$ cat src/rtl/Modules_pkg.sv
// Shared FP types: float_t, fcmp_ops, fcmp_req_t and fp_flags_t.
// Used by the FMIN/FMAX issue controller and its result FIFO.
// Purely declarative: no ports, no logic.
package Modules_pkg;

  typedef logic [31:0] float_t;

  typedef enum logic {
    FMIN_ = 1'b0,
    FMAX_ = 1'b1
  } fcmp_ops;

  // Default destination tag width carried in fcmp_req_t.
  localparam int FCMP_TAG_W = 5;

  typedef struct packed {
    float_t                  operand_a;
    float_t                  operand_b;
    fcmp_ops                 operation;
    logic [FCMP_TAG_W-1:0]   tag;
  } fcmp_req_t;

  // IEEE exception flags in CSR order {NV, OF, UF}.
  typedef struct packed {
    logic nv;
    logic of;
    logic uf;
  } fp_flags_t;

endpackage

$ cat src/rtl/fp_cmp_result_fifo.sv
// Synchronous FIFO for magnitude-unit results, with an occupancy count.
// Latency: a pushed entry is visible at the head on the next cycle.
// Backpressure: none internally; the caller guarantees no push when full.
// Ports: clk_i, rst_i (sync, active-high), push_vld/push_dat, pop,
//        head_vld/head_dat (zero while empty), count.
module fp_cmp_result_fifo #(
  parameter int DEPTH = 2,
  parameter int W     = 8
) (
  input  logic                       clk_i,
  input  logic                       rst_i,
  input  logic                       push_vld,
  input  logic [W-1:0]               push_dat,
  input  logic                       pop,
  output logic                       head_vld,
  output logic [W-1:0]               head_dat,
  output logic [$clog2(DEPTH):0]     count
);

  localparam int AW = $clog2(DEPTH);

  logic [W-1:0]  mem [DEPTH];
  logic [AW-1:0] wr_ptr;
  logic [AW-1:0] rd_ptr;

  // Storage carries no reset; the head is masked while empty instead.
  always_ff @(posedge clk_i) begin
    if (push_vld) mem[wr_ptr] <= push_dat;
  end

  always_ff @(posedge clk_i) begin
    if (rst_i) begin
      wr_ptr <= '0;
      rd_ptr <= '0;
      count  <= '0;
    end else begin
      if (push_vld) wr_ptr <= wr_ptr + AW'(1);
      if (pop)      rd_ptr <= rd_ptr + AW'(1);
      case ({push_vld, pop})
        2'b10:   count <= count + (AW+1)'(1);
        2'b01:   count <= count - (AW+1)'(1);
        default: count <= count;
      endcase
    end
  end

  assign head_vld = (count != '0);
  assign head_dat = head_vld ? mem[rd_ptr] : '0;

endmodule

$ cat src/rtl/fp_mag_issue_ctrl.sv
// Round-robin issue control for the FMIN/FMAX unit with result FIFO and sticky flags.
// Latency: accept in N, unit result captured end of N+1, result_valid_o in N+2.
// Backpressure: credit = FIFO room minus in-flight op; ready drops when exhausted.
// Ports: two request ports (valid/ready, operands, operation, tag), unit drive
//        (operands, operation, clk_en, rst_n) and capture (result, flags),
//        result FIFO head (valid/ready, result, tag, port, flags), sticky flags
//        with clear, busy.
module fp_mag_issue_ctrl
  import Modules_pkg::*;
#(
  parameter int TAG_W      = FCMP_TAG_W,
  parameter int FIFO_DEPTH = 2
) (
  input  logic             clk_i,
  input  logic             rst_i,
  input  logic             req0_valid_i,
  output logic             req0_ready_o,
  input  float_t           req0_op_a_i,
  input  float_t           req0_op_b_i,
  input  fcmp_ops          req0_operation_i,
  input  logic [TAG_W-1:0] req0_tag_i,
  input  logic             req1_valid_i,
  output logic             req1_ready_o,
  input  float_t           req1_op_a_i,
  input  float_t           req1_op_b_i,
  input  fcmp_ops          req1_operation_i,
  input  logic [TAG_W-1:0] req1_tag_i,
  output float_t           unit_operand_A_o,
  output float_t           unit_operand_B_o,
  output fcmp_ops          unit_operation_o,
  output logic             unit_clk_en_o,
  output logic             unit_rst_n_o,
  input  float_t           unit_result_i,
  input  logic             unit_invalid_i,
  input  logic             unit_overflow_i,
  input  logic             unit_underflow_i,
  output logic             result_valid_o,
  input  logic             result_ready_i,
  output float_t           result_o,
  output logic [TAG_W-1:0] result_tag_o,
  output logic             result_port_o,
  output logic [2:0]       result_flags_o,
  output logic [2:0]       sticky_flags_o,
  input  logic             flags_clear_i,
  output logic             busy_o
);

  localparam int CW = $clog2(FIFO_DEPTH) + 1;
  localparam int PW = 1 + 3 + TAG_W + 32;

  logic             rr_q;
  logic             s1_valid;
  logic [TAG_W-1:0] s1_tag;
  logic             s1_port;
  fp_flags_t        sticky_q;

  logic [CW-1:0]    fifo_count;
  logic [CW:0]      credit_use;
  logic             can_issue;
  logic             pop;
  logic             grant0, grant1;
  logic             accept0, accept1, issue;
  fcmp_req_t        req0_pkt, req1_pkt, sel_pkt;
  fp_flags_t        flags_in;
  logic [PW-1:0]    head_dat;

  assign pop = result_valid_o & result_ready_i;

  // Entries already owed FIFO space: stored ones plus the one in the unit,
  // minus the one leaving this cycle. Pop implies count >= 1, so no underflow.
  assign credit_use = {1'b0, fifo_count} + {{CW{1'b0}}, s1_valid} - {{CW{1'b0}}, pop};
  assign can_issue  = credit_use < (CW+1)'(FIFO_DEPTH);

  // rr names the port that wins a tie.
  assign grant0 = req0_valid_i & (~req1_valid_i | ~rr_q);
  assign grant1 = req1_valid_i & (~req0_valid_i |  rr_q);

  assign accept0 = can_issue & grant0 & ~rst_i;
  assign accept1 = can_issue & grant1 & ~rst_i;
  assign issue   = accept0 | accept1;

  assign req0_ready_o = accept0;
  assign req1_ready_o = accept1;

  // A TAG_W differing from the package default is resized at the struct boundary.
  always_comb begin
    req0_pkt           = '0;
    req0_pkt.operand_a = req0_op_a_i;
    req0_pkt.operand_b = req0_op_b_i;
    req0_pkt.operation = req0_operation_i;
    req0_pkt.tag       = FCMP_TAG_W'(req0_tag_i);
    req1_pkt           = '0;
    req1_pkt.operand_a = req1_op_a_i;
    req1_pkt.operand_b = req1_op_b_i;
    req1_pkt.operation = req1_operation_i;
    req1_pkt.tag       = FCMP_TAG_W'(req1_tag_i);
  end

  assign sel_pkt          = grant1 ? req1_pkt : req0_pkt;
  assign unit_operand_A_o = sel_pkt.operand_a;
  assign unit_operand_B_o = sel_pkt.operand_b;
  assign unit_operation_o = sel_pkt.operation;
  assign unit_clk_en_o    = issue;
  assign unit_rst_n_o     = ~rst_i;

  always_comb begin
    flags_in    = '0;
    flags_in.nv = unit_invalid_i;
    flags_in.of = unit_overflow_i;
    flags_in.uf = unit_underflow_i;
  end

  always_ff @(posedge clk_i) begin
    if (rst_i) begin
      rr_q     <= 1'b0;
      s1_valid <= 1'b0;
      s1_tag   <= '0;
      s1_port  <= 1'b0;
      sticky_q <= '0;
    end else begin
      s1_valid <= issue;
      if (issue) begin
        rr_q    <= accept0;
        s1_tag  <= TAG_W'(sel_pkt.tag);
        s1_port <= accept1;
      end
      // Clear first, then OR in the flags being written this cycle.
      if (s1_valid)           sticky_q <= (flags_clear_i ? '0 : sticky_q) | flags_in;
      else if (flags_clear_i) sticky_q <= '0;
    end
  end

  fp_cmp_result_fifo #(
    .DEPTH (FIFO_DEPTH),
    .W     (PW)
  ) u_result_fifo (
    .clk_i    (clk_i),
    .rst_i    (rst_i),
    .push_vld (s1_valid),
    .push_dat ({s1_port, flags_in, s1_tag, unit_result_i}),
    .pop      (pop),
    .head_vld (result_valid_o),
    .head_dat (head_dat),
    .count    (fifo_count)
  );

  assign {result_port_o, result_flags_o, result_tag_o, result_o} = head_dat;

  assign sticky_flags_o = sticky_q;
  assign busy_o         = s1_valid | result_valid_o;

endmodule

$ cat config.mk
export PLATFORM = sky130hd
export DESIGN_NAME = fp_mag_issue_ctrl
export DESIGN_NICKNAME = d
export VERILOG_FILES = /design/src/rtl/Modules_pkg.sv /design/src/rtl/fp_cmp_result_fifo.sv /design/src/rtl/fp_mag_issue_ctrl.sv
export SDC_FILE = /design/constraint.sdc
export NUM_CORES = 1
export LEC_CHECK = 0
export CAP_MARGIN = 20
export CORE_AREA = 8 8 101 149
export DETAILED_ROUTE_END_ITERATION = 8
export DIE_AREA = 0 0 109 157
export PLACE_DENSITY = 0.85
export SLEW_MARGIN = 20
export SYNTH_ARGS = -nofsm -noshare
export SYNTH_HDL_FRONTEND = slang
export SYNTH_SLANG_ARGS = --single-unit
$ cat constraint.sdc
create_clock -name clk_i -period 6.6 [get_ports clk_i]
set_input_delay 1.32 -clock clk_i [delete_from_list [all_inputs] [get_ports clk_i]]
set_output_delay 1.32 -clock clk_i [all_outputs]
set_load 0.02 [all_outputs]
==> results_dict.tcl, run 1 <==
set metrics [dict create \
    drc 0 \
    worstSetupEndpointType "primary output" \
    ys_types 35 \
    slew_headroom_pct 33.7 \
    portBuffers 295 \
    core_area_sq_mm 0.0128 \
    power_frac_clock_pct 28.4 \
    htreeDepth 3 \
    synthTopCellsByArea "edfxtp_1 46%, mux2_4 11%, buf_4 9.5%, mux2i_1 7.9%, dfxtp_1 6.0%" \
    finClkSkew_ns 0.00582 \
    holdBufCountCts 0 \
    viasPerCell 4.89 \
    seqPwrFrac_pct 43.0 \
    worstPathCellList "clkdlybuf4s50_1 -> and3b_1 -> o21ai_0 -> fa_1 -> xnor2_1 -> nand2_1 -> nor2_1 -> clkdlybuf4s50_1" \
    fin_util_pct 63.5 \
    cts_tree "done" \
    syn-mean-instance-area_sq_um 13.5 \
    n_antenna_cell 0 \
    netlist.area_leader.share_pct 46.3 \
    p_int_w 0.00128 \
    drv_slew 0 \
    synthArstFlopShare_pct 0 \
    p_total_w 0.00171 \
    grt_pass1_vias 4343 \
    cts_made_buffers 9 \
    p_per_area_mw_per_mm2 210 \
    row_count 51 \
    clkLatencyLatePin_ns 0.33 \
    fin_tns_setup_ns 0 \
    post-cts-setup-buffers 0 \
    dp_hpwl_um 13400 \
    max_freq_mhz 182 \
    drtIter0Drc 176 \
    synth-main-ff-cell "edfxtp_1" \
    seq_area_frac_synth_pct 52.4 \
    initial_core_util_pct 41.4 \
    die_width_um 109 \
    antenna_found_initial 0 \
    cpMostUsedCell "clkdlybuf4s50_1" \
    ir_drop_uv 139 \
    r2r_start "u_result_fifo.count[1]" \
    area_growth_pct 53.3 \
    clockRootBuffer "clkbuf_16" \
    wl_per_cell_um 20.7 \
    arrival_ns 4.19 \
    p_switching_w 0.000430 \
    cp_data_required_time_ns 5.28 \
    dieArea_sq_mm 0.0171 \
    yosys_warnings 0 \
    switching_share_pct 25.1 \
    wl_um 16200 \
    hp-class "reg -> reg" \
    ant_nets 0 \
    cp_max_fo 11 \
    comb_power_share_pct 28.6 \
    cts_buffer_depth 2 \
    worst_pin_slew_ns 0.995 \
    crit_buf_inv 2 \
    clk_pin_slew_worst_paths_ns 0.06 \
    total_leakage_power_nw 2.98 \
    grt_max_degree 43 \
    critPathTopFamily "buffers and inverters" \
    synth_common_cells "82 x edfxtp_1, 67 x buf_4, 51 x nor2_1" \
    first_pass_iters 4 \
    max_stage_delay_ns 0.63 \
    period_share_pct 83.4 \
    crit_slowest_cell "clkdlybuf4s50_1" \
    grt.total_usage_pct 18.5 \
    min_period_ns 5.51 \
    ys_ff_latch 98 \
    drive_gt1_share_pct 14.3 \
    rsz0062_at_grt "false" \
    critPathLaunchType "input port" \
    hold_viol 0 \
    rrSetupSlack_ns 3.93 \
    synth_top_area_cell "edfxtp_1" \
    setup_violations 0 \
    grt_pass1_wl_um 23900 \
    synthCells 395 \
    crit_type "in -> out" \
    vias 3821 \
    gr-total-overflow 0 \
    dieHeight_um 157 \
    cts_resized 0 \
    cts.sinks 98 \
    synth_most_common_cell "edfxtp_1" \
    nNetsFinal 800 \
    gp_congestion 0.954 \
    critPathLaunch "result_ready_i" \
    syn_nets 577 \
    max-cap-violations 0 \
    holdCritStartpoint "s1_tag[0]" \
    synth-edff-count 82 \
    status "finished clean" \
    pin_count 296 \
    syn_area_sq_mm 0.00531 \
]
## flip-flops by register name, indices dropped and copies added (netlist names), named ones only
register and flops:
rr_q 1, s1_port 1, s1_tag 5, s1_valid 1, sticky_flags_o 3, u_result_fifo.count 2, u_result_fifo.mem 82, u_result_fifo.rd_ptr 1
u_result_fifo.wr_ptr 1
## stage by stage
step / hold slack [ns] / instances / worst slack [ns] / area [sq um]
6_report: 0.468 / 781 / 1.09 / 8140
5_1_grt: 0.492 / 781 / 0.826 / 8140
3_5_place_dp: 0.450 / 766 / 1.10 / 7870
3_3_place_gp: 0.444 / 765 / 1.14 / 7840
4_1_cts: 0.469 / 781 / 1.08 / 8140
2_1_floorplan: 0.426 / 395 / 2.35 / 5310
## layout by cell type, fill, tap and decap left out, drive strengths merged, types with 4 or more instances in the layout
cell           count
clkdlybuf4s50    295
edfxtp            82
mux2              65
nor2              51
mux2i             42
dfxtp             16
clkbuf            11
a31oi              6
o32ai              5
a211oi             5
inv                4
buf                4
nor2b              4
## power by group through the flow
stage	logic [W]	registers [W]	clock network (W)
2_1_floorplan	0.000283	0.000746	0
3_3_place_gp	0.000478	0.000747	0
3_5_place_dp	0.000493	0.000750	0
4_1_cts	0.000496	0.000737	0.000498
5_1_grt	0.000519	0.000740	0.000525
6_report	0.000489	0.000736	0.000487
## logic make-up after synthesis
logic type	count (synthesis)	share of synthesized area, %
buf+inv	91	12.8
compound gates	25	3.48
flops	98	52.4
mux	107	24.4
simple gates	70	6.03
fa+ha+maj	1	0.377
xor+xnor	3	0.495
## path summary, 6_finish.rpt
path,endpoint,cells past startpoint
worst max-delay path,req0_ready_o,8
worst min-delay path,u_result_fifo.mem[0][32],0
worst max register to register,rr_q,6
worst min register to register,u_result_fifo.mem[0][32],0
## final cells by class
cell class | count | area, sq um
clock buffers | 11 | 233
clock inverters | 4 | 43.8
fillers | 964 | 4680
inverters | 4 | 15.0
multi-input cells | 206 | 1870
flip-flops and latches | 98 | 2780
well taps | 159 | 199
repair buffers | 299 | 3000
## layer usage
metal,part of all wire [%],track usage (%),vias to the layer above
li1,-,-,1808
met1,36,19.7,1797
met2,53,32.2,189
met3,8.1,5.98,27
met4,3.1,8.25,0
met5,0,0,-
Note: power is estimated with default switching activity, not from simulation.
==> run 2: changes to the inputs <==
--- a/config.mk
+++ b/config.mk
@@ -6,10 +6,10 @@
 export NUM_CORES = 1
 export LEC_CHECK = 0
 export CAP_MARGIN = 20
-export CORE_AREA = 8 8 101 149
+export CORE_AREA = 8 8 110 162
 export DETAILED_ROUTE_END_ITERATION = 8
-export DIE_AREA = 0 0 109 157
-export PLACE_DENSITY = 0.85
+export DIE_AREA = 0 0 118 170
+export PLACE_DENSITY = 0.76
 export SLEW_MARGIN = 20
 export SYNTH_ARGS = -nofsm -noshare
 export SYNTH_HDL_FRONTEND = slang
==> constraint.sdc (replaced) <==
create_clock -name clk_i -period 5 [get_ports clk_i]
set_input_delay 1 -clock clk_i [delete_from_list [all_inputs] [get_ports clk_i]]
set_output_delay 1 -clock clk_i [all_outputs]
set_load 0.02 [all_outputs]
==> results_dict.tcl, run 2 (synthesis gave the netlist of run 1 again) <==
set metrics [dict create \
    status "finished clean" \
    hold_viol 0 \
    hp-class "reg -> reg" \
    rsz0062_at_grt "false" \
    total_leakage_power_nw 3.01 \
    vias 3810 \
    switching_share_pct 26.1 \
    p_int_w 0.00171 \
    max-cap-violations 0 \
    antenna_found_initial 1 \
    portBuffers 295 \
    p_per_area_mw_per_mm2 280 \
    worst_r2r_path_depth 7 \
    holdPathStages 0 \
    holdBufCountCts 0 \
    max_freq_mhz 220 \
    ant_nets 0 \
    grt.total_usage_pct 14.9 \
    cts_buffer_depth 2 \
    period_share_pct 90.7 \
    nNetsFinal 802 \
    drc 0 \
    crit_buf_inv 2 \
    hold_ws_ns 0.473 \
    core_area_sq_mm 0.0155 \
    worstPathCellList "clkdlybuf4s50_1 -> and3b_1 -> o21ai_0 -> fa_1 -> nor2b_1 -> nand2_1 -> nor2_1 -> clkdlybuf4s50_1" \
    arrival_ns 3.54 \
    cts_made_buffers 9 \
    critPathLaunchType "input port" \
    area_growth_pct 55.5 \
    row_count 56 \
    gr-total-overflow 0 \
    p_switching_w 0.000603 \
    fin_util_pct 53.4 \
    top_register "u_result_fifo.mem" \
    seqPwrFrac_pct 42.3 \
    largest_reg_flops 82 \
    cpMostUsedCell "clkdlybuf4s50_1" \
    htreeDepth 3 \
    dieHeight_um 170 \
    grt_max_degree 45 \
    ir_drop_uv 184 \
    fin_tns_setup_ns 0 \
    rrSetupSlack_ns 2.56 \
    power_frac_clock_pct 30.1 \
    drtIter0Drc 150 \
    drv_slew 0 \
    post-cts-setup-buffers 0 \
    comb_power_share_pct 27.6 \
    grt_pass1_wl_um 23500 \
    die_width_um 118 \
    cp_data_required_time_ns 4.00 \
    cp_num_cells 8 \
    pin_count 296 \
    mostFrequentLayoutCells "295 x clkdlybuf4s50_1, 82 x edfxtp_1, 50 x nor2_1" \
    initial_core_util_pct 34.3 \
    max_stage_delay_ns 0.62 \
    wl_per_cell_um 19.1 \
    cts_resized 0 \
    viasPerCell 4.60 \
    clockRootBuffer "clkbuf_16" \
    setup_violations 0 \
    min_period_ns 4.54 \
    dp_hpwl_um 13000 \
    m1WireLength_um 5810 \
    drive_gt1_share_pct 15.2 \
    wl_um 15900 \
    dr.max_layer_used "met4" \
    clkLatencyLatePin_ns 0.34 \
    worstSetupEndpointType "primary output" \
    grt_pass1_vias 4244 \
    wl_met3_um 1020 \
    dieArea_sq_mm 0.0201 \
    slew_headroom_pct 32.0 \
    worst_pin_slew_ns 1.02 \
    cp_max_fo 4 \
    clk_pin_slew_worst_paths_ns 0.06 \
    first_pass_iters 4 \
    cts.sinks 98 \
    wl_met2_um 8640 \
    finClkSkew_ns 0.00633 \
    crit_slowest_cell "clkdlybuf4s50_1" \
    final_common_cell "clkdlybuf4s50_1" \
    cts_tree "done" \
    crit_type "in -> out" \
    critPathTopFamily "buffers and inverters" \
    gp_congestion 0.819 \
]
==> run 2: cell types whose count changed in the layout (fill, tap and decap cells not counted) <==
cell,previous run,this run
inv_6,0,2
clkbuf_1,2,0
clkinvlp_4,0,1
buf_4,3,4
buf_12,0,1
clkinv_8,0,1
clkinv_2,2,1
clkinv_1,1,0
diode_2,0,1
inv_8,0,1
==> run 2: stage by stage <==
| step | instances | setup slack, ns | cell area (sq um) | power, W |
|---|---|---|---|---|
| 6_report | 829 | 0.463 | 8270 | 0.00232 |
| 3_5_place_dp | 812 | 0.465 | 7950 | 0.00164 |
| 4_1_cts | 828 | 0.446 | 8260 | 0.00234 |
| 3_3_place_gp | 811 | 0.489 | 7920 | 0.00162 |
| 5_1_grt | 829 | 0.286 | 8270 | 0.00241 |
| 2_1_floorplan | 395 | 1.39 | 5310 | 0.00136 |
==> run 2: worst paths after layout <==
kind / from / end
min reg2reg: s1_tag[0] / u_result_fifo.mem[1][32]
max reg2reg: u_result_fifo.count[1] / rr_q
min: s1_tag[0] / u_result_fifo.mem[1][32]
max: result_ready_i / req1_ready_o
==> run 2: final cells by class <==
| cell class | instances | area, sq um |
|---|---|---|
| flip-flops and latches | 98 | 2780 |
| clock inverters | 7 | 87.6 |
| clock buffers | 9 | 225 |
| inverters | 4 | 15.0 |
| well taps | 203 | 254 |
| fillers | 1303 | 7220 |
| multi-input cells | 206 | 1870 |
| diodes | 1 | 2.50 |
| repair buffers | 301 | 3030 |
==> run 2: metal layers <==
layer	global-route usage, %	up-vias
li1	-	1812
met1	15.7	1814
met2	27.3	163
met3	4.58	21
met4	5.98	0
met5	0	-
==> run 2: power groups by stage <==
stage          clock [W]  sequential (W)  combinational (W)
2_1_floorplan          0        0.000984           0.000374
3_3_place_gp           0        0.000994           0.000625
3_5_place_dp           0        0.000998           0.000644
4_1_cts         0.000715        0.000980           0.000647
5_1_grt         0.000744        0.000985           0.000678
6_report        0.000698        0.000979           0.000638
